--- config.mk ---
export PLATFORM = sky130hd
export DESIGN_NAME = bcd_display_scan_flat
export DESIGN_NICKNAME = d
export VERILOG_FILES = /design/src/rtl/bcd_display_scan_pkg.sv /design/src/rtl/bcd_display_scan_if.sv /design/src/rtl/bcd_display_scan_bcd_to_seg7.sv /design/src/rtl/bcd_display_scan.sv /design/src/flat_wrapper.sv
export SDC_FILE = /design/constraint.sdc
export NUM_CORES = 1
export LEC_CHECK = 0
export CORE_UTILIZATION = 55
export CTS_BUF_LIST = sky130_fd_sc_hd__clkbuf_4
export CTS_CLUSTER_SIZE = 20
export DETAILED_ROUTE_END_ITERATION = 8
export GPL_TIMING_DRIVEN = 1
export PLACE_DENSITY = 0.82
export SLEW_MARGIN = 10
export SYNTH_ARGS = -nofsm -noshare
export SYNTH_HDL_FRONTEND = slang
export SYNTH_SLANG_ARGS = --single-unit
--- constraint.sdc ---
create_clock -name clk -period 2.4 [get_ports clk]
set_input_delay 0.6 -clock clk [delete_from_list [all_inputs] [get_ports clk]]
set_output_delay 0.6 -clock clk [all_outputs]
set_load 0.1 [all_outputs]
--- src/rtl/bcd_display_scan_pkg.sv ---
// Shared types and constants for the BCD display scanner: 7-segment patterns
// (active-low, {g,f,e,d,c,b,a}) and the scan state encoding.
package bcd_disp_pkg;

  typedef logic [6:0] seg7_t;

  localparam int DIGITS = 4;

  localparam seg7_t SEG_BLANK = 7'b1111111;
  localparam seg7_t SEG_DASH  = 7'b0111111;

  localparam seg7_t DIGIT_PAT [10] = '{
    7'b1000000,  // 0
    7'b1111001,  // 1
    7'b0100100,  // 2
    7'b0110000,  // 3
    7'b0011001,  // 4
    7'b0010010,  // 5
    7'b0000010,  // 6
    7'b1111000,  // 7
    7'b0000000,  // 8
    7'b0010000   // 9
  };

  // Encoding equals the digit index, so the state doubles as the nibble select.
  typedef enum logic [1:0] {
    S_D0 = 2'd0,
    S_D1 = 2'd1,
    S_D2 = 2'd2,
    S_D3 = 2'd3
  } scan_state_t;

endpackage

--- src/rtl/bcd_display_scan_if.sv ---
// Converter-to-display bus: BCD word with load strobe in, multiplexed display drive out.
// Handshake: bcd_valid is a one-cycle load strobe with no ready; bcd_in is taken on every edge where bcd_valid=1.
interface bcd_display_scan_if;
  import bcd_disp_pkg::*;

  logic [15:0] bcd_in;
  logic        bcd_valid;
  logic [3:0]  anodo;
  seg7_t       segmentos;
  logic        err_bcd;
  logic        frame_done;
  scan_state_t dbg_state;

  modport master (
    output bcd_in, bcd_valid,
    input  anodo, segmentos, err_bcd, frame_done, dbg_state
  );

  modport slave (
    input  bcd_in, bcd_valid,
    output anodo, segmentos, err_bcd, frame_done, dbg_state
  );

endinterface

--- src/rtl/bcd_display_scan_bcd_to_seg7.sv ---
// Combinational BCD nibble to active-low 7-segment pattern; non-decimal nibbles show a dash.
module bcd_to_seg7
  import bcd_disp_pkg::*;
(
  input  logic [3:0] nibble,
  output seg7_t      seg
);

  always_comb begin
    seg = SEG_DASH;
    if (nibble <= 4'd9) seg = DIGIT_PAT[nibble];
  end

endmodule

--- src/rtl/bcd_display_scan.sv ---
// Latches a 4-digit packed BCD word and scans it onto a common-anode 7-segment display.
// Optional macro LEADING_ZERO_BLANK_EN blanks leading zero digits (units always shown).
module bcd_display_scan
  import bcd_disp_pkg::*;
#(
  parameter int PRESC_DIV  = 50000,
  parameter bit SEG_ACT_LO = 1'b1
) (
  input logic clk,
  input logic rst,
  bcd_display_scan_if.slave bus
);

  localparam int PW = (PRESC_DIV > 1) ? $clog2(PRESC_DIV) : 1;
  localparam logic [PW-1:0] PRESC_LAST = PW'(PRESC_DIV - 1);
  localparam logic [3:0] AN_OFF  = SEG_ACT_LO ? 4'b1111 : 4'b0000;
  localparam seg7_t      SEG_OFF = SEG_ACT_LO ? SEG_BLANK : ~SEG_BLANK;

  logic [PW-1:0] presc;
  logic          tick;
  logic [15:0]   shadow;
  scan_state_t   state, state_nxt;
  logic [1:0]    idx;
  logic [3:0]    nib;
  seg7_t         seg_dec, seg_lo;
  logic [3:0]    an_lo;
  logic          blank;
  logic          err_nxt;
  logic [3:0]    anodo_q;
  seg7_t         seg_q;
  logic          err_q, frame_q;

  assign tick = (presc == PRESC_LAST);

  always_ff @(posedge clk) begin
    if (rst || tick) presc <= '0;
    else             presc <= presc + 1'b1;
  end

  always_ff @(posedge clk) begin
    if (rst)                shadow <= 16'h0000;
    else if (bus.bcd_valid) shadow <= bus.bcd_in;
  end

  always_ff @(posedge clk) begin
    if (rst) state <= S_D0;
    else     state <= state_nxt;
  end

  always_comb begin
    state_nxt = state;
    if (tick) begin
      case (state)
        S_D0:    state_nxt = S_D1;
        S_D1:    state_nxt = S_D2;
        S_D2:    state_nxt = S_D3;
        default: state_nxt = S_D0;
      endcase
    end
  end

  assign idx = state;
  assign nib = shadow[{idx, 2'b00} +: 4];

  bcd_to_seg7 u_dec (
    .nibble (nib),
    .seg    (seg_dec)
  );

`ifdef LEADING_ZERO_BLANK_EN
  // Digit i is blank when nibbles i..3 are all zero; units excluded.
  logic [3:0] lz;
  always_comb begin
    lz    = '0;
    lz[3] = (shadow[15:12] == 4'd0);
    for (int i = DIGITS - 2; i >= 0; i--)
      lz[i] = lz[i+1] && (shadow[i*4 +: 4] == 4'd0);
    blank = (idx != 2'd0) && lz[idx];
  end
`else
  assign blank = 1'b0;
`endif

  assign seg_lo = blank ? SEG_BLANK : seg_dec;
  assign an_lo  = ~(4'b0001 << idx);

  always_comb begin
    err_nxt = 1'b0;
    for (int i = 0; i < DIGITS; i++)
      if (shadow[i*4 +: 4] > 4'd9) err_nxt = 1'b1;
  end

  always_ff @(posedge clk) begin
    if (rst) begin
      anodo_q <= AN_OFF;
      seg_q   <= SEG_OFF;
      err_q   <= 1'b0;
      frame_q <= 1'b0;
    end else begin
      anodo_q <= SEG_ACT_LO ? an_lo  : ~an_lo;
      seg_q   <= SEG_ACT_LO ? seg_lo : ~seg_lo;
      err_q   <= err_nxt;
      frame_q <= tick && (state == S_D3);
    end
  end

  assign bus.anodo      = anodo_q;
  assign bus.segmentos  = seg_q;
  assign bus.err_bcd    = err_q;
  assign bus.frame_done = frame_q;
  assign bus.dbg_state  = state;

endmodule

--- src/flat_wrapper.sv ---
// flat-port wrapper written by rule: the top's interface ports become plain ports
module bcd_display_scan_flat import bcd_disp_pkg::*;
#(
  parameter int PRESC_DIV  = 50000,
  parameter bit SEG_ACT_LO = 1'b1
)
  (clk, rst, bus_bcd_in, bus_bcd_valid, bus_anodo, bus_segmentos, bus_err_bcd, bus_frame_done, bus_dbg_state);
  bcd_display_scan_if bus_i ();
  input logic clk;
  input logic rst;
  input wire logic [$bits(bus_i.bcd_in)-1:0] bus_bcd_in;
  input wire logic [$bits(bus_i.bcd_valid)-1:0] bus_bcd_valid;
  output wire logic [$bits(bus_i.anodo)-1:0] bus_anodo;
  output wire logic [$bits(bus_i.segmentos)-1:0] bus_segmentos;
  output wire logic [$bits(bus_i.err_bcd)-1:0] bus_err_bcd;
  output wire logic [$bits(bus_i.frame_done)-1:0] bus_frame_done;
  output wire logic [$bits(bus_i.dbg_state)-1:0] bus_dbg_state;
  assign bus_i.bcd_in = bus_bcd_in;
  assign bus_i.bcd_valid = bus_bcd_valid;
  assign bus_anodo = bus_i.anodo;
  assign bus_segmentos = bus_i.segmentos;
  assign bus_err_bcd = bus_i.err_bcd;
  assign bus_frame_done = bus_i.frame_done;
  assign bus_dbg_state = bus_i.dbg_state;
  bcd_display_scan #(.PRESC_DIV(PRESC_DIV), .SEG_ACT_LO(SEG_ACT_LO)) u_core (.clk(clk), .rst(rst), .bus(bus_i));
endmodule
==> impl_metrics.toml, run 1 <==
[timing]
fin_skew_ns = 0.0111
hold_viol = 0
slew_headroom_pct = 74.2
finalSetupViolCount = 0
tightest_slew_ns = 0.383
drv_slew = 0
post-route-period-util_pct = 81.7
rsz0062_at_grt = "no"
max_freq_ghz = 0.510
period_needed_ns = 1.96
finalSetupTns_ns = 0

[setup_path]
criticalPathCategory = "reg -> reg"
cp_max_fo = 5
start_kind = "flop"
crit_path_end_kind = "flop"
arrival_ns = 2.25
cp.required_ns = 2.69

[final_layout]
syn2layout_area_growth_pct = 19.6
design_area_sq_mm = 0.00248
drive_gt1_share_pct = 13.9
finalNetCount = 281
final_cell_count_no_fill = 298
antenna_cells = 0

[clocking]
cts_sinks = 47
worst_skew_pair.late_latency_ns = 0.35
postCtsSetupRepairBufs = 0
cts_buffers = 5
root_buffer = "clkbuf_4"
cts_tree = "built"
cts.repair.resized = 0
postCtsHoldBufs = 0
cts_buffer_depth = 2
h-tree-depth = 2
clk_pin_slew_ns = 0.12

[power]
ir_worst_vdd_v = 0.000364
intPower_w = 0.00104
cellLeakagePower_nw = 0.982
switching_share_pct = 28.4
p_comb_share_pct = 17.6
pwr-share-seq_pct = 57.5
netSwitchingPower_w = 0.000411
power_density_mw_per_mm2 = 584
clkPwrFrac_pct = 24.9

[global_routing]
grt_pass1_wl_um = 6760
antenna_found_initial = 0
grt_pass1_vias = 1465
grt_max_degree = 17
grt_overflow = 0
track_usage_pct = 22.0

[run]
maxCapViolations = 0

[yosys]
synth_edf_count = 0
synth_nets = 246
ys_seq_area_share_pct = 45.4
synth_top_flop_cell = "dfxtp_1"
yosysWarnings = 0
ys_async_sr_fraction_pct = 0
synth_area_sq_mm = 0.00207
ys_types = 31
avgSynthCellArea_sq_um = 9.56
netlist_instances = 217
synth_seq_cells = 47

[run_status]
status = "complete, no violations"

[die]
dieArea_sq_mm = 0.00402
pin_count = 34
fp-row-count = 21
die_h_um = 63.4
die_w_um = 63.4
start_util_pct = 59.8
coreArea_sq_mm = 0.00347

[placement]
io_buffers = 33
routabilityCongestion = 0.884
placed_cells = 291
hpwl_um = 2790
dpl_cell_area_sq_mm = 0.00243

[worst_hold_path]
hp-class = "reg -> reg"

[detailed_routing]
finalWirelength_um = 3820
vias_per_cell = 5.33
ant_nets = 0
route.detailed.drc = 0
dr.first_iter.drc_count = 131
wl_per_cell_um = 12.8
dr.pass1.iters = 4
vias = 1588
==> critical path: stages (launching register included) <==
cell and delay [ns]:
dfxtp_1 0.37, or4_1 0.53, or4_4 0.52, or3_1 0.36
a21oi_1 0.13
==> worst paths after layout <==
check / startpoint / cells past startpoint / slack [ns] / end
worst max-delay path: u_core.presc[12] / 4 / 0.44 / u_core.bus.dbg_state[0]
worst min-delay path: u_core.presc[0] / 1 / 0.47 / u_core.presc[0]
worst max register to register: u_core.presc[12] / 4 / 0.44 / u_core.bus.dbg_state[0]
worst min register to register: u_core.presc[0] / 1 / 0.47 / u_core.presc[0]
==> per-layer routing <==
| layer | GRT usage [%] | up-vias | share of wire, % |
|---|---|---|---|
| li1 | - | 812 | - |
| met1 | 31.1 | 728 | 49 |
| met2 | 31.1 | 41 | 44 |
| met3 | 7.07 | 7 | 4.2 |
| met4 | 7.95 | 0 | 1.9 |
| met5 | 0 | - | 0 |
==> through the flow <==
stage | util, % | worst slack (ns) | hold WS, ns | power [W]
2_1_floorplan | - | 0.145 | 0.430 | 0.00103
3_3_place_gp | 70.0 | 0.489 | 0.443 | 0.00110
3_5_place_dp | 70.0 | 0.458 | 0.447 | 0.00111
4_1_cts | 71.5 | 0.432 | 0.476 | 0.00147
5_1_grt | 71.5 | 0.328 | 0.495 | 0.00152
6_report | 71.5 | 0.439 | 0.469 | 0.00145
==> state kept, by name, indices dropped and copies added (netlist names) <==
| signal | count |
|---|---|
| u_core.bus.frame_done | 1 |
| u_core.bus.anodo | 4 |
| u_core.shadow | 16 |
| u_core.bus.segmentos | 7 |
| u_core.bus.dbg_state | 2 |
| u_core.presc | 16 |
| u_core.bus.err_bcd | 1 |
==> cell usage after synthesis, types with 2 or more instances <==
cell,instances,area (sq um)
a21o_1,2,15.0
a21oi_1,6,30.0
clkbuf_1,8,30.0
dfxtp_1,47,941
ha_1,10,125
inv_1,10,37.5
mux2i_1,17,170
mux4_2,4,90.1
nand2_1,6,22.5
nand2b_1,5,31.3
nand3_1,5,25.0
nand4_1,4,25.0
nand4b_1,2,17.5
nor2_1,44,165
nor3_1,4,20.0
nor4_1,5,31.3
nor4b_1,2,17.5
o21ai_0,4,20.0
o21bai_1,5,37.5
o311ai_0,2,17.5
or3_1,3,18.8
xnor2_1,13,114
==> power groups by stage <==
stage	Combinational (W)	Clock, W	Sequential [W]
after detailed placement	0.000256	0	0.000850
final	0.000255	0.000361	0.000832
after global routing	0.000273	0.000415	0.000837
after CTS	0.000256	0.000377	0.000832
after global placement	0.000252	0	0.000849
after floorplan	0.0000874	0	0.000943
==> logic make-up (layout without fill, tap and decap cells) <==
family                   Yosys count  in the layout  share of synthesized area (%)
AND/OR/NAND/NOR                   84             84                           19.8
flip-flops                        47             47                           45.4
AO/OA/AOI/OAI                     21             21                           6.63
multiplexers                      21             21                           12.5
buffers and inverters             20             55                           3.68
XOR/XNOR                          14             14                           5.91
adder cells (fa/ha/maj)           10             10                           6.03
==> cells in the final DEF (no fill, tap or decap), drive strengths merged, types with 5 or more instances in the layout <==
master          n
dfxtp          47
nor2           44
buf            20
clkdlybuf4s50  18
mux2i          17
xnor2          13
inv            10
ha             10
clkbuf          7
nand2           6
a21oi           6
nand3           5
nand2b          5
nor4            5
o21bai          5
==> layout make-up <==
| cell class | count | area (sq um) |
|---|---|---|
| Multi-Input combinational cell | 150 | 1060 |
| Fill cell | 292 | 987 |
| Sequential cell | 47 | 946 |
| Timing Repair Buffer | 38 | 330 |
| Tap cell | 46 | 57.6 |
| Clock buffer | 7 | 52.6 |
| Inverter | 10 | 37.5 |
No activity file was read; power rests on OpenSTA's default activity.
==> run 2, diff against run 1 <==
Settings changed: CORE_UTILIZATION 55 to 49, PLACE_DENSITY 0.82 to 0.77.
Clock period 2.4 ns to 1.6 ns, I/O delays scaled along.
==> run 2 against run 1 <==
- the run now ends with negative setup slack left
- sequential power rose by 50%
- fmax rose by 9.0%
- critical path depth did not move
- non-clock buffer count rose by 29
- global-route usage fell by 0.39 points
- cell area rose by 23%
- setup slack got worse by 0.64 ns
- utilization rose by 4.0 points
- clock-buffer cell count fell by 2
- critical path type unchanged
- largest cell class unchanged
==> impl_metrics.toml, run 2 (synthesis gave the netlist of run 1 again) <==
[final_layout]
postLayoutCoreUtil_pct = 75.5
syn2layout_area_growth_pct = 46.6
antenna_cells = 0
finalNetCount = 311
drive_gt1_share_pct = 28.6
fillCellCount = 285
multi_input_area_sq_mm = 0.00115
layout_common_cells = "dfxtp_1 (43), nor2_1 (42), buf_4 (28)"
seqCellArea_sq_um = 951
final_common_cell = "dfxtp_1"

[detailed_routing]
wl_per_cell_um = 13.1
ant_nets = 0
vias = 1758
vias_per_cell = 5.28
finalWirelength_um = 4380
dr.pass1.iters = 4
dr.first_iter.drc_count = 67
route.detailed.drc = 0

[timing]
fin_skew_ns = 0.0127
drv_slew = 0
max_freq_ghz = 0.556
period_needed_ns = 1.80
tightest_slew_ns = 0.371
setup_ws_ns = -0.199
slew_headroom_pct = 75.0
hold_viol = 0
rsz0062_at_grt = "yes"
post-route-period-util_pct = 112
finalSetupViolCount = 23

[clocking]
worst_skew_pair.late_latency_ns = 0.38
postCtsHoldBufs = 0
cts_buffers = 5
clk_pin_slew_ns = 0.16
h-tree-depth = 2
cts_tree = "built"
cts_buffer_depth = 2
root_buffer = "clkbuf_4"
cts_sinks = 47

[global_routing]
grt_max_degree = 20
grt_pass1_wl_um = 7200
grt_overflow = 0
antenna_found_initial = 0
track_usage_pct = 21.6
grt_pass1_vias = 1572

[die]
die_w_um = 67.1
die_h_um = 67.1
pin_count = 34
dieArea_sq_mm = 0.00450
fp-row-count = 23
coreArea_sq_mm = 0.00403
start_util_pct = 51.5

[setup_path]
crit_path_end_kind = "flop"
cp.required_ns = 1.91
criticalPathCategory = "reg -> reg"
slowest_stage = "or4_1"
cp_max_fo = 2
arrival_ns = 2.11
rrSetupSlack_ns = -0.20
max_stage_delay_ns = 0.51
crit_path_cell_trace = "or4_1 > or4_4 > or3_1 > a21oi_1"
r2r_start = "u_core.presc[12]"
reg2regPathDepth = 4
start_kind = "flop"
critPathLaunch = "u_core.presc[12]"
r2r_end = "u_core.bus.dbg_state[0]"
endpoint = "u_core.bus.dbg_state[0]"

[run_status]
status = "finished, violations left"
violations = "negative setup slack"

[placement]
routabilityCongestion = 0.898
post-place-ws_ns = -0.175
hpwl_um = 3110
io_buffers = 33

[run]
maxCapViolations = 0

[worst_hold_path]
hp-class = "reg -> reg"

[power]
cellLeakagePower_nw = 1.23
power_density_mw_per_mm2 = 786
ir_worst_vdd_v = 0.000480
[run 2: where the power goes]
| part | leakage, nW | switching (W) | internal (W) |
|---|---|---|---|
| logic | 0.814 | 0.000279 | 0.000247 |
| registers | 0.388 | 0.0000367 | 0.00122 |
| clock network | 0.0321 | 0.000431 | 0.000179 |
[run 2: worst max-delay path, delay by kind of cell (launching register included)]
kind               cells  cell delay (ns)
AOI/OAI and AO/OA      1             0.14
DFF                    1             0.34
and+or+nand+nor        3             1.25
[run 2: how the worst min path moves through the flow]
stage | start | cells past startpoint | endpoint
after floorplan | u_core.presc[0] | 1 | u_core.presc[0]
after global placement | u_core.shadow[0] | 2 | u_core.shadow[0]
after detailed placement | u_core.shadow[0] | 2 | u_core.shadow[0]
after CTS | u_core.shadow[0] | 2 | u_core.shadow[0]
after global routing | u_core.shadow[0] | 2 | u_core.shadow[0]
final | u_core.shadow[0] | 2 | u_core.shadow[0]
[run 2: layer usage]
layer / track usage [%] / wire length [um]
met1: 29.2 / 2080
met2: 32.6 / 2060
met3: 5.82 / 169
met4: 7.98 / 70
met5: 0 / 0
[run 2: cell type report]
cell class,instances,area share [%]
Timing Repair Buffer,67,25.5
Multi-Input combinational cell,151,37.9
Sequential cell,47,31.3
Tap cell,50,2.06
Inverter,10,1.32
Clock inverter,3,0.740
Clock buffer,5,1.23
[run 2: through the flow]
| stage | instance area, sq um | hold WS, ns | cells | TNS [ns] | total power [W] |
|---|---|---|---|---|---|
| after floorplan | 2160 | 0.429 | 217 | -3.27 | 0.00156 |
| after global placement | 2900 | 0.474 | 321 | -2.05 | 0.00176 |
| after detailed placement | 2900 | 0.482 | 321 | -3.10 | 0.00178 |
| after CTS | 3020 | 0.518 | 333 | -2.80 | 0.00238 |
| after global routing | 3040 | 0.550 | 333 | -4.02 | 0.00247 |
| final | 3040 | 0.516 | 333 | -2.69 | 0.00239 |
[run 2: timing repair]
action	in CTS	in global routing
resized for setup	6	7
buffers inserted	3	1
endpoints found under the setup margin	24	24
cloned	1	0
pin swaps	7	6
==> run 3, diff against run 2 <==
Settings changed: CTS_CLUSTER_DIAMETER set to 100.
==> results of run 3 <==
Final layout, timing and power as in run 2 (identical DEF).
